--- src/rtl/nn_pkg.sv ---
// Shared types, network constants and Q16.16 helpers
// for the neural_net_core inference engine.
package nn_pkg;

  localparam int N_IN  = 7;
  localparam int N_HID = 4;
  localparam int FRAC  = 16;

  localparam int CW = $clog2(N_IN + 1);
  localparam int JW = $clog2(N_HID);

  typedef logic signed [31:0] q16_t;

  typedef enum logic [1:0] {
    S_IDLE,
    S_HID,
    S_OUT,
    S_DONE
  } state_t;

  localparam q16_t ONE = 32'sh0001_0000;
  localparam q16_t ZRO = 32'sh0000_0000;

  // Hidden neuron j sums the inputs whose index is j modulo 4.
  localparam q16_t W_HID [N_HID][N_IN] = '{
    '{ONE, ZRO, ZRO, ZRO, ONE, ZRO, ZRO},
    '{ZRO, ONE, ZRO, ZRO, ZRO, ONE, ZRO},
    '{ZRO, ZRO, ONE, ZRO, ZRO, ZRO, ONE},
    '{ZRO, ZRO, ZRO, ONE, ZRO, ZRO, ZRO}
  };

  localparam q16_t B_HID [N_HID] = '{ZRO, ZRO, ZRO, ZRO};
  localparam q16_t W_OUT [N_HID] = '{ONE, ONE, ONE, ONE};
  localparam q16_t B_OUT = ZRO;

  function automatic q16_t sat_add(input q16_t a, input q16_t b);
    logic signed [32:0] s;
    s = {a[31], a} + {b[31], b};
    if (s[32] != s[31])
      return s[32] ? 32'sh8000_0000 : 32'sh7FFF_FFFF;
    return s[31:0];
  endfunction

  function automatic q16_t relu(input q16_t a);
    return a[31] ? ZRO : a;
  endfunction

endpackage

--- src/rtl/neural_net_core_q16_mac.sv ---
// Combinational Q16.16 multiply-accumulate with a
// saturating 32-bit accumulator.
module q16_mac
  import nn_pkg::*;
(
  input  q16_t a,
  input  q16_t b,
  input  q16_t acc,
  output q16_t res
);

  logic signed [63:0] prod;
  q16_t scaled;

  // Floor shift, then keep the low word without saturating.
  assign prod   = a * b;
  assign scaled = 32'(prod >>> FRAC);
  assign res    = sat_add(acc, scaled);

endmodule

--- src/rtl/neural_net_core.sv ---
// Time-multiplexed single-hidden-layer Q16.16 network:
// one MAC, ReLU hidden layer, linear output neuron.
module neural_net_core
  import nn_pkg::*;
(
  input  logic clk,
  input  logic rst,
  input  q16_t ins [N_IN],
  input  logic in_valid,
  output logic in_ready,
  output q16_t outs [1],
  output logic out_valid
);

  localparam logic [CW-1:0] IN_END  = CW'(N_IN);
  localparam logic [CW-1:0] HID_END = CW'(N_HID);
  localparam logic [JW-1:0] J_LAST  = JW'(N_HID - 1);

  state_t state, state_nx;

  q16_t x [N_IN];
  q16_t h [N_HID];
  q16_t acc, res, outs_q;
  q16_t mul_a, mul_b;

  logic [CW-1:0] cnt, in_idx;
  logic [JW-1:0] j, j_nx, hid_idx;
  logic fire;

  assign fire      = in_valid && (state == S_IDLE);
  assign in_ready  = (state == S_IDLE);
  assign out_valid = (state == S_DONE);
  assign outs[0]   = outs_q;
  assign j_nx      = j + JW'(1);

  always_ff @(posedge clk or posedge rst) begin
    if (rst) state <= S_IDLE;
    else     state <= state_nx;
  end

  always_comb begin
    state_nx = state;
    unique case (state)
      S_IDLE: if (in_valid) state_nx = S_HID;
      S_HID:  if (cnt == IN_END && j == J_LAST)
                state_nx = S_OUT;
      S_OUT:  if (cnt == HID_END) state_nx = S_DONE;
      S_DONE: state_nx = S_IDLE;
      default: state_nx = S_IDLE;
    endcase
  end

  always_comb begin
    in_idx  = (cnt < IN_END) ? cnt : '0;
    hid_idx = cnt[JW-1:0];
    mul_a   = ZRO;
    mul_b   = ZRO;
    unique case (1'b1)
      state == S_HID: begin
        mul_a = x[in_idx];
        mul_b = W_HID[j][in_idx];
      end
      state == S_OUT: begin
        mul_a = h[hid_idx];
        mul_b = W_OUT[hid_idx];
      end
      default: ;
    endcase
  end

  q16_mac u_mac (
    .a   (mul_a),
    .b   (mul_b),
    .acc (acc),
    .res (res)
  );

  always_ff @(posedge clk or posedge rst) begin
    if (rst) begin
      for (int i = 0; i < N_IN; i++) x[i] <= ZRO;
      for (int k = 0; k < N_HID; k++) h[k] <= ZRO;
      acc    <= ZRO;
      outs_q <= ZRO;
      cnt    <= '0;
      j      <= '0;
    end else begin
      unique case (state)
        S_IDLE: if (fire) begin
          for (int i = 0; i < N_IN; i++) x[i] <= ins[i];
          acc <= sat_add(ZRO, B_HID[0]);
          cnt <= '0;
          j   <= '0;
        end
        S_HID: if (cnt == IN_END) begin
          h[j] <= relu(acc);
          cnt  <= '0;
          j    <= j_nx;
          acc  <= (j == J_LAST) ? sat_add(ZRO, B_OUT)
                                : sat_add(ZRO, B_HID[j_nx]);
        end else begin
          acc <= res;
          cnt <= cnt + CW'(1);
        end
        S_OUT: if (cnt == HID_END) begin
          outs_q <= acc;
          cnt    <= '0;
        end else begin
          acc <= res;
          cnt <= cnt + CW'(1);
        end
        S_DONE: cnt <= '0;
        default: ;
      endcase
    end
  end

endmodule

--- config.mk ---
export PLATFORM = sky130hd
export DESIGN_NAME = neural_net_core
export DESIGN_NICKNAME = d
export VERILOG_FILES = /design/src/rtl/nn_pkg.sv /design/src/rtl/neural_net_core_q16_mac.sv /design/src/rtl/neural_net_core.sv
export SDC_FILE = /design/constraint.sdc
export NUM_CORES = 1
export LEC_CHECK = 0
export CAP_MARGIN = 10
export CORE_ASPECT_RATIO = 2
export CORE_MARGIN = 2
export CORE_UTILIZATION = 55
export CTS_CLUSTER_SIZE = 24
export DETAILED_ROUTE_END_ITERATION = 6
export PLACE_DENSITY = 0.79
export SLEW_MARGIN = 0
export SYNTH_ARGS = -nofsm -noshare
export SYNTH_HDL_FRONTEND = slang
export SYNTH_SLANG_ARGS = --single-unit
--- constraint.sdc ---
create_clock -name clk -period 40.6 [get_ports clk]
set_clock_uncertainty 0.2 [all_clocks]
set_input_delay 10.15 -clock clk [delete_from_list [all_inputs] [get_ports clk]]
set_output_delay 10.15 -clock clk [all_outputs]
set_load 0.02 [all_outputs]
==> results.md <==
* Drt total wl at 55.50 mm
* R2r setup slk at 33930 ps
* Routed WL per cell at 22.78 um
* Number of synthesized flops with an enable pin at 0
* H-tree depth at 2
* Dpl hpwl at 38.81 mm
* Largest net degree at the start of global routing at 107
* Core footprint at 37160 um2
* Clk root buf: clkbuf_16
* Top-count cell post-synth: dfrtp_1
* First-pass GRT wire length at ~87 mm
* Req. time, crit path at 40890 ps
* DR vias at ~15k
* Fillcell total at about 2.7k
* Hold Crit Class: flip-flop to flip-flop
* Max-slew violation count at 0
* Mean area per synthesized cell at roughly 12 um2
* Clock share of power at 0.248
* Startpoint Class: input port
* CP endpoint kind: asynchronous set/reset pin
* Vias in the first global route at 15.85k
* GRT Resource Usage Total at 0.2844
* Post-route cell area at 24690 um2
* Critical path class: input port to asynchronous set/reset pin
* Post-synth ARST share at 1.000
* Logic pwr share at 0.327
* Yosys cell types at 79
* Lkg Pwr at 10.27 nW
* Die Area at about 40000 um2
* Hold_buf cts at 0
* Multi-input logic area at 9583 um2
* NetSw at 0.4536 mW
* Arr. time, crit path at about 14000 ps
* Initial core utilization at 0.5563
* Drc violations at 0
* Syn nets at 2020
* CTS Sinks at 419
* Syn Std Cell Area at between 20000 and 25000 um2
* Top FF cell, synth: dfrtp_1
* Top cell type's share of synthesized area at 0.5072
* Dpl cell area at 23490 um2
* Clk buf depth at 3
* Vias per cell at 6.168
* Fraction of layout instances using a drive strength above 1 at 0.2356
* Die H at ~280 um
* Achievable Freq at between 70 and 80 MHz
* Sequential Area at 10490 um2
* Initial antenna violation count at 3
* Synth cell count leaders: dfrtp_1, mux2_2, nand2_1, o21ai_0, a21oi_1
* GRT overflow at 0
* Ports at between 200 and 300
* Setup TNS Final at 0 ps
* Final #Nets at 2221
* Final setup viols at 0
* P_int at 0.9716 mW
* Max IR drop VDD at 35.33 uV
* Area Growth Syn to Fin at 19.42%
* Placer Congestion at 0.9246
* Synth top area cells: dfrtp_1, mux2_2, mux4_2
* Fin util at 0.6644
* R2R depth at 17
* Clock Latency Late Sink at around 530 ps
* Yosys reg bits at 419
* Final worst path period share at 0.3392
* Switch share at 0.3183
* Crit Reg-Reg Startpoint: cnt[2]$_DFFE_PP0P_
* Post-route ant nets at 0
* Unrepaired setup endpoints after global routing: false
* Die W at 141.1 um
* Gate Count Post-Synth at 1749
* Worst hold slack at about 280 ps
* Max Cap Viol at 0
* Power per cell area at 57.73 nW/um2
* Number of detailed-routing iterations run before antenna repair at 5
* Sequential area share after synthesis at 0.5072
* Hold depth at 2
* Port bufs at 260
* Endpoints failing hold at 0
* TritonCTS Buffers at 36
* Hold Path End: h[29]$_DFFE_PP0P_
* Row count at 100
* Synth Warn # at 0
* HP Start: h[29]$_DFFE_PP0P_
* Post-CTS Resized at 0
* Slew HR at 0.2506
* Worst Max-Slew Pin Slew at 1124 ps
* Register share of total power at 0.425
* Reg-to-Reg End: acc[29]$_DFFE_PP0P_
* Clk slew on worst S/H paths at 70 ps
* Status: completed
* Synth area leader: dfrtp_1
* Post-CTS Setup Bufs at 0
* DR iter-0 viols at 1075
* Period minus WS final at approximately 14000 ps
* CTS tree: yes
* CP max FO at 106
-- routing by layer --
metal / routed length, um / track usage
met4: 2502 / 0.1303
met3: 3246 / 0.04491
met1: 20320 / 0.3382
met5: 0 / 0
met2: 29440 / 0.5034
-- power groups by stage --
stage               clock network, mW  logic (mW)  registers [mW]
floorplan                           0       0.358           0.584
global placement                    0       0.447           0.599
detailed placement                  0       0.462           0.609
CTS                             0.358       0.467           0.603
global route                    0.374       0.500           0.617
finish                          0.354       0.466           0.606
-- sequential cells by signal, summed over array words and instances, names as in the netlist --
| name | flops |
|---|---|
| h | 124 |
| outs | 32 |
| cnt | 3 |
| j | 2 |
| x | 224 |
| state | 2 |
| acc | 32 |
-- per-stage QoR --
step	power, mW	setup WS (ps)	std cells
global placement	1.046	26300	2371
finish	1.425	26830	2436
detailed placement	1.072	26160	2371
CTS	1.428	26720	2433
floorplan	0.9421	18590	1749
global route	1.491	26220	2436
-- worst max-delay path: stages --
cell	delay (ps)
clkdlybuf4s50_1	490
inv_8	530
buf_4	930
buf_4	810
buf_4	920
-- final cells by class --
class	instances	share of cell area
Antenna cell	3	0.0003041
Clock buffer	54	0.04333
Clock inverter	8	0.005017
Inverter	13	0.002281
Multi-Input combinational cell	1196	0.3882
Sequential cell	419	0.4249
Tap cell	459	0.02326
Timing Repair Buffer	284	0.1127
-- cells in the final DEF, fill, tap and decap left out, drive strengths merged, types with 3 or more instances in the layout --
cell type      instances
mux2i                 24
clkbuf                54
o21bai                 5
clkinv                 3
nand2b                36
mux4                  58
nand2                226
clkdlybuf4s50        260
a21o                  11
bufinv                 3
o31a                   4
diode                  3
nor3                  33
o211ai                14
a211oi                 5
o21a                   5
a22oi                  5
ha                    43
inv                   14
nor2                  48
mux2                 270
o21ai                182
a32oi                  7
xnor2                 18
nor2b                  5
and2                   3
o221ai                19
a31oi                  4
buf                   24
nand3                 10
dfrtp                419
o22ai                 19
a21oi                 89
xor2                  10
and3                   4
nand4                  4
-- how the worst max path moves through the flow --
stage,from,end,slack [ps],depth (start not counted)
after floorplan,rst,acc[0]$_DFFE_PP0P_,18590,1
after global placement,rst,x[153]$_DFFE_PP0P_,26300,5
after detailed placement,rst,x[118]$_DFFE_PP0P_,26160,5
after CTS,rst,x[27]$_DFFE_PP0P_,26720,5
after global routing,rst,x[183]$_DFFE_PP0P_,26220,5
final,rst,x[150]$_DFFE_PP0P_,26830,5
-- kinds of logic after synthesis --
group	synth area share
DFF	0.5072
xor gates and xnor gates	0.01186
muxes	0.2219
buffers and inverters	0.03147
adders and majority gates	0.02699
and+or+nand+nor	0.08249
AOI/OAI and AO/OA	0.1181
(Power assumes the default switching activity.)
